--- config.mk ---
export PLATFORM = sky130hd
export DESIGN_NAME = apb_master_bridge
export DESIGN_NICKNAME = d
export VERILOG_FILES = /design/src/rtl/apb_master_bridge.sv
export SDC_FILE = /design/constraint.sdc
export NUM_CORES = 1
export LEC_CHECK = 0
export CELL_PAD_IN_SITES_DETAIL_PLACEMENT = 1
export CELL_PAD_IN_SITES_GLOBAL_PLACEMENT = 1
export CORE_UTILIZATION = 31
export DETAILED_ROUTE_END_ITERATION = 16
export GPL_TIMING_DRIVEN = 0
export PLACE_DENSITY_LB_ADDON = 0.1
export SLEW_MARGIN = 20
export SYNTH_ARGS = -nofsm -noshare
export SYNTH_HDL_FRONTEND = slang
export SYNTH_SLANG_ARGS = --single-unit
--- constraint.sdc ---
create_clock -name PCLK -period 1.8 [get_ports PCLK]
set_input_delay 0.54 -clock PCLK [delete_from_list [all_inputs] [get_ports PCLK]]
set_output_delay 0.54 -clock PCLK [all_outputs]
set_load 0.01 [all_outputs]
--- src/rtl/apb_master_bridge.sv ---
// apb_master_bridge: converts a valid/ready command stream into APB3 transfers, one in flight at a time.
// Define APB_TIMEOUT_EN to abort ACCESS phases that stall for TIMEOUT_CYCLES cycles (rsp_err=1).
//
// state  | meaning
// IDLE   | waiting for a command; cmd_ready high, PSEL low
// SETUP  | PSEL high, PENABLE low; address, direction and write data presented
// ACCESS | PSEL and PENABLE high; waiting for PREADY (or timeout)
// RESP   | response held stable until rsp_ready; PSEL low

module apb_master_bridge #(
    parameter int ADDR_WIDTH     = 8,
    parameter int DATA_WIDTH     = 32,
    parameter int TIMEOUT_CYCLES = 16
) (
    input  logic                  PCLK,
    input  logic                  PRESETn,
    input  logic                  cmd_valid,
    output logic                  cmd_ready,
    input  logic                  cmd_write,
    input  logic [ADDR_WIDTH-1:0] cmd_addr,
    input  logic [DATA_WIDTH-1:0] cmd_wdata,
    output logic                  rsp_valid,
    input  logic                  rsp_ready,
    output logic [DATA_WIDTH-1:0] rsp_rdata,
    output logic                  rsp_err,
    output logic [ADDR_WIDTH-1:0] PADDR,
    output logic [DATA_WIDTH-1:0] PWDATA,
    output logic                  PWRITE,
    output logic                  PSEL,
    output logic                  PENABLE,
    input  logic [DATA_WIDTH-1:0] PRDATA,
    input  logic                  PREADY
);

    typedef enum logic [1:0] {
        S_IDLE   = 2'd0,
        S_SETUP  = 2'd1,
        S_ACCESS = 2'd2,
        S_RESP   = 2'd3
    } state_t;

    state_t                  state;
    state_t                  state_nx;
    logic                    psel_nx;
    logic                    penable_nx;
    logic                    pwrite_nx;
    logic                    rsp_valid_nx;
    logic [ADDR_WIDTH-1:0]   paddr_nx;
    logic [DATA_WIDTH-1:0]   pwdata_nx;
    logic [DATA_WIDTH-1:0]   rsp_rdata_nx;
    logic                    timeout_hit;
    logic                    access_done;

    if (TIMEOUT_CYCLES < 1) begin : g_bad_timeout
        $error("apb_master_bridge: TIMEOUT_CYCLES must be >= 1");
    end

    assign cmd_ready   = (state == S_IDLE);
    assign access_done = PREADY || timeout_hit;

`ifdef APB_TIMEOUT_EN
    // Counter holds TIMEOUT_CYCLES-1 at most before the abort, so one extra bit is ample.
    localparam int                 CNT_W    = $clog2(TIMEOUT_CYCLES) + 1;
    localparam logic [CNT_W-1:0]   CNT_LAST = CNT_W'(TIMEOUT_CYCLES - 1);

    logic [CNT_W-1:0] timeout_cnt;
    logic             rsp_err_q;

    always_ff @(posedge PCLK or negedge PRESETn) begin
        if (!PRESETn) begin
            timeout_cnt <= '0;
        end else if (state == S_SETUP) begin
            timeout_cnt <= '0;
        end else if (state == S_ACCESS && !PREADY) begin
            timeout_cnt <= timeout_cnt + 1'b1;
        end
    end

    // PREADY on the terminal edge wins, so the abort needs PREADY low.
    assign timeout_hit = (state == S_ACCESS) && !PREADY && (timeout_cnt == CNT_LAST);

    always_ff @(posedge PCLK or negedge PRESETn) begin
        if (!PRESETn) begin
            rsp_err_q <= 1'b0;
        end else if (state == S_ACCESS && access_done) begin
            rsp_err_q <= timeout_hit;
        end
    end

    assign rsp_err = rsp_err_q;
`else
    assign timeout_hit = 1'b0;
    assign rsp_err     = 1'b0;
`endif

    always_ff @(posedge PCLK or negedge PRESETn) begin
        if (!PRESETn) begin
            state     <= S_IDLE;
            PSEL      <= 1'b0;
            PENABLE   <= 1'b0;
            PWRITE    <= 1'b0;
            PADDR     <= '0;
            PWDATA    <= '0;
            rsp_valid <= 1'b0;
            rsp_rdata <= '0;
        end else begin
            state     <= state_nx;
            PSEL      <= psel_nx;
            PENABLE   <= penable_nx;
            PWRITE    <= pwrite_nx;
            PADDR     <= paddr_nx;
            PWDATA    <= pwdata_nx;
            rsp_valid <= rsp_valid_nx;
            rsp_rdata <= rsp_rdata_nx;
        end
    end

    always_comb begin
        state_nx     = state;
        psel_nx      = PSEL;
        penable_nx   = PENABLE;
        pwrite_nx    = PWRITE;
        paddr_nx     = PADDR;
        pwdata_nx    = PWDATA;
        rsp_valid_nx = rsp_valid;
        rsp_rdata_nx = rsp_rdata;

        case (state)
            S_IDLE: begin
                if (cmd_valid) begin
                    pwrite_nx  = cmd_write;
                    paddr_nx   = cmd_addr;
                    pwdata_nx  = cmd_wdata;
                    psel_nx    = 1'b1;
                    penable_nx = 1'b0;
                    state_nx   = S_SETUP;
                end
            end
            S_SETUP: begin
                penable_nx = 1'b1;
                state_nx   = S_ACCESS;
            end
            S_ACCESS: begin
                if (access_done) begin
                    psel_nx      = 1'b0;
                    penable_nx   = 1'b0;
                    rsp_valid_nx = 1'b1;
                    // PRDATA reaches the response only on a successful read completion.
                    rsp_rdata_nx = (PREADY && !PWRITE) ? PRDATA : '0;
                    state_nx     = S_RESP;
                end
            end
            S_RESP: begin
                if (rsp_ready) begin
                    rsp_valid_nx = 1'b0;
                    state_nx     = S_IDLE;
                end
            end
            default: begin
                psel_nx      = 1'b0;
                penable_nx   = 1'b0;
                rsp_valid_nx = 1'b0;
                state_nx     = S_IDLE;
            end
        endcase
    end

endmodule

; ---- Yosys cells after proc, flatten, opt, wreduce, memory -nomap -nowiden
; Index checks and enable logic that the tools add are counted.
[totals]
ff_bits = 78
input_bits = 78
out_inout_bits = 78
[op_classes]
n_eq_ne = 6
reduce_logical = 12
mux = 13
[ops]
columns = operator, count
row1 = $mux W32, 1
row2 = $reduce_and A3 Y1, 4
row3 = $pmux W2 S4, 1
row4 = $mux W2, 3
row5 = $ne A2 B2 Y1 const B, 3
row6 = $mux W1, 5
row7 = $eq A2 B2 Y1 const B, 2
row8 = $pmux W1 S2, 2
row9 = $reduce_and A2 Y1, 2
row10 = $reduce_bool A2 Y1, 2
row11 = $pmux W1 S3, 1
row12 = $reduce_bool A3 Y1, 1
row13 = $eq A2 B1 Y1 const B, 1
row14 = $logic_not A2 Y1, 1
row15 = $logic_and A1 B1 Y1, 1
row16 = $logic_not A1 Y1, 1

; ---- Logic depth before layout (Yosys ltp)
[logic_depth]
word_depth = 3
ltp_mapped = 6
mapped_depth_nobuf = 5

; ---- Least setup slack after synthesis
; OpenSTA, ideal clock, no wires.
[synth_path]
kind = flip-flop to flip-flop
start = register state[0]
end = register state[1]
path_buffers = 0
setup_slack_ps = 278
stages_incl_launch_ff = 6
synth_period_minus_slack_ps = 1522
required_ps = 1672
setup_time_ps = 128
arrival_ps = 1394
path_cell_list = dfrtp_1 inv_1 ha_1 nor2b_2 nor3_2 mux2_1
[synth_between]
elab_chain_cells = 3
[synth_rtl]
columns = element, line_no
row1 = "start, declared", 42  ; state_t state;
row2 = "start signal, assigned", 107  ; state <= state_nx;
row3 = $eq A2 B2 Y1 or $logic_not A2 Y1 (tied branches), 128  ; case (state)
row4 = $ne A2 B2 Y1 (no line), -
row5 = $reduce_and A3 Y1 (no line), -
; Several ways; a longest one is shown, not always the timed one.
; A chain may end at the register's enable or synchronous reset.

; ---- Worst setup path after layout
[layout_path]
start = register state[1]
end = register state[1]
; Same word-level chain as after synthesis.

==> metrics <==
status=finished clean; cts bufs inserted=9; routed via count=2517; worst skew pair latency=roughly 0.34 ns; crit path max-delay cell type=dfrtp_1; GRT Overall Usage=0.169; Hold Path Class=in -> async; drt pass-1 iters=4; Clock Tree Buf Depth=2; Seq/Total Area, Yosys=0.584; Vias/cell=about 4.4; CTS tree=yes; Post-Synth XOR/XNOR Area=0; Cell variety after synth=22; core box area=0.0104 sq mm; Yosys warnings=0; Worst path top cell family by delay=simple AND/OR/NAND/NOR gates; DR WL/cell=around 16 microns; Die Height=between 100 and 150 microns; Clock Root Buffer=clkbuf_8; most frequent cells in the layout=dfrtp_1, clkdlybuf4s50_1, dlygate4sd2_1, mux2_4; global-route wire length before repair=around 15000 microns; vias in the first global route=approximately 2700; # fillers=1113; Critical Path Max Stage Delay=~0.4 ns; Setup CP Type=reg -> reg; path depth of the worst reg2reg path=5; Starting Density=0.322; fin crit period=between 1.5 and 2 ns; Setup WS post-layout=roughly 0.14 ns; crit path to=state[1]; Synth Cell Area=about 0.0033 sq mm; Synth Instances=around 260; area of the die=about 0.011 sq mm; Max Clock Skew=around 0.0064 ns; CP Depth=5; final slew viol count=0; DP Worst Slack=-0.255 ns; R2R Path End=state[1]; worst r2r src=state[1]; drt total wl=8970 microns; Leakage=2.71 nW; RSZ-0062 raised after global routing=false; Area Overhead vs Synth=57.9%; Yosys reg bits=slightly below 80; GP Congestion=0.714; layout cells sized above 1=0.189; cell area after layout=roughly 0.0053 sq mm; final setup fails=0; worst path bufs/invs=1; Post-Synth Simple-Gate Area=0.110; die width=around 110 microns; crit path launch type=flip-flop; CP required=2.03 ns; Synth Area in Adders=0.0225; largest fanout on the critical path=5; crit path launch=state[1]; worst slew pin tran=roughly 0.53 ns; WP data arrival=~1.9 ns; CP cell instances=buf_4 -> ha_1 -> nor2b_2 -> nor3_2 -> mux2_1; CTS Sinks=78; syn nets=340; Worst slew margin=0.650; Buffers on Ports=around 150; Clock transition at path regs=about 0.09 ns; H-Tree Depth=3; TNS Setup=0 ns; multiplexer area fraction after synthesis=0.190; post-synthesis compound-gate area fraction=0.0610; max_cap viols=0; DP HPWL=6460 microns; DRT antenna net count=0; Area after DPL=just over 0.005 sq mm; # rows=37; Crit. End Element=flip-flop; largest net degree at the start of global routing=43; Layout Nets=between 500 and 600; Congestion Overflow GR=0; leading cell type in the layout, fill and taps excluded=dfrtp_1; largest family of logic cells by synthesized area=multiplexers; Pwr per Cell Area=around 1600 mW/mm^2; IR drop worst, VDD=approximately 0.62 mV; initial antenna violation count=0; antenna cell count=0; # hold bufs at CTS=0; I/O pins=about 160; Tcrit/Tclk final=0.921; Worst R2R Setup Slack=between 0.1 and 0.15 ns; DRC viols=0; average size of a mapped cell=13.1 sq um; Hold Fails Final Rpt=0; First DRT Iteration DRCs=56; Max Fclk=roughly 0.60 GHz
[state kept, by name, summed over array words and instances (netlist names)]
register / count
PENABLE: 1
rsp_valid: 1
PSEL: 1
PWRITE: 1
PWDATA: 32
state: 2
rsp_rdata: 32
PADDR: 8
[kinds of logic after synthesis]
kind of cell | after synthesis
flops | 78
simple gates | 71
mux | 43
compound gates | 39
buf+inv | 18
fa+ha+maj | 6
other cells | 1
[cells in the mapped netlist]
cell type | n | area share
buf_6 | 4 | 0.013
nand2_2 | 1 | 0.0019
o32a_1 | 1 | 0.0030
nand2_1 | 33 | 0.037
o21ai_0 | 2 | 0.0030
buf_4 | 1 | 0.0022
mux2_4 | 40 | 0.18
a21oi_1 | 2 | 0.0030
o21ai_1 | 33 | 0.049
buf_2 | 4 | 0.0060
dfrtp_1 | 78 | 0.58
nor2b_1 | 2 | 0.0037
mux2_1 | 3 | 0.010
nor3_1 | 1 | 0.0015
o2bb2ai_1 | 1 | 0.0026
conb_1 | 1 | 0.0011
ha_1 | 6 | 0.022
inv_1 | 4 | 0.0045
clkbuf_1 | 5 | 0.0056
nor2b_2 | 1 | 0.0026
nand2b_1 | 32 | 0.060
nor3_2 | 1 | 0.0030
[cell type report]
| type | instances | area (sq um) | area share |
|---|---|---|---|
| inverter | 4 | 15.0 | 0.00285 |
| sequential | 78 | 1950 | 0.370 |
| buffer | 14 | 93.8 | 0.0178 |
| clock buffer | 11 | 141 | 0.0268 |
| multi-input combinational | 160 | 1300 | 0.247 |
| clock inverter | 5 | 35.0 | 0.00664 |
| tap | 136 | 170 | 0.0323 |
| timing repair buffer | 161 | 1570 | 0.297 |
[timing repair]
action / CTS / global route
hold endpoints to repair: 0 / 0
resized for setup: 69 / 19
endpoints found under the setup margin: 82 / 27
setup buffers: 3 / 3
[metrics by stage]
stage                     cells  hold WS (ns)  power, mW   util
after floorplan             256         0.244       5.33      -
after global placement      546         0.466       7.59  0.487
after detailed placement    547         0.477       7.73  0.490
after CTS                   566         0.156       8.56  0.503
after global routing        569         0.170       9.02  0.509
final                       569         0.158       8.41  0.509
[where the power goes]
part           switching (mW)  internal, mW
Combinational            1.80          2.37
Clock                   0.660         0.537
Sequential              0.444          2.61
Total                    2.90          5.51
[per-layer routing]
| layer | track usage | routed length, microns | vias up |
|---|---|---|---|
| met5 | 0 | 0 | - |
| met4 | 0.0595 | 85 | 0 |
| met2 | 0.288 | 4620 | 73 |
| met3 | 0.0396 | 440 | 7 |
| li1 | - | - | 1195 |
| met1 | 0.210 | 3830 | 1242 |
[worst min path at each step]
stage / cells after the start / slack (ns) / end / startpoint
6_report: 1 / 0.16 / PADDR[6] / PRESETn
5_1_grt: 1 / 0.17 / PADDR[6] / PRESETn
4_1_cts: 1 / 0.16 / PADDR[6] / PRESETn
3_5_place_dp: 2 / 0.48 / rsp_rdata[27] / rsp_rdata[27]
3_3_place_gp: 2 / 0.47 / rsp_rdata[17] / rsp_rdata[17]
2_1_floorplan: 0 / 0.24 / PADDR[0] / PRESETn
No activity file was read; power rests on OpenSTA's default activity.
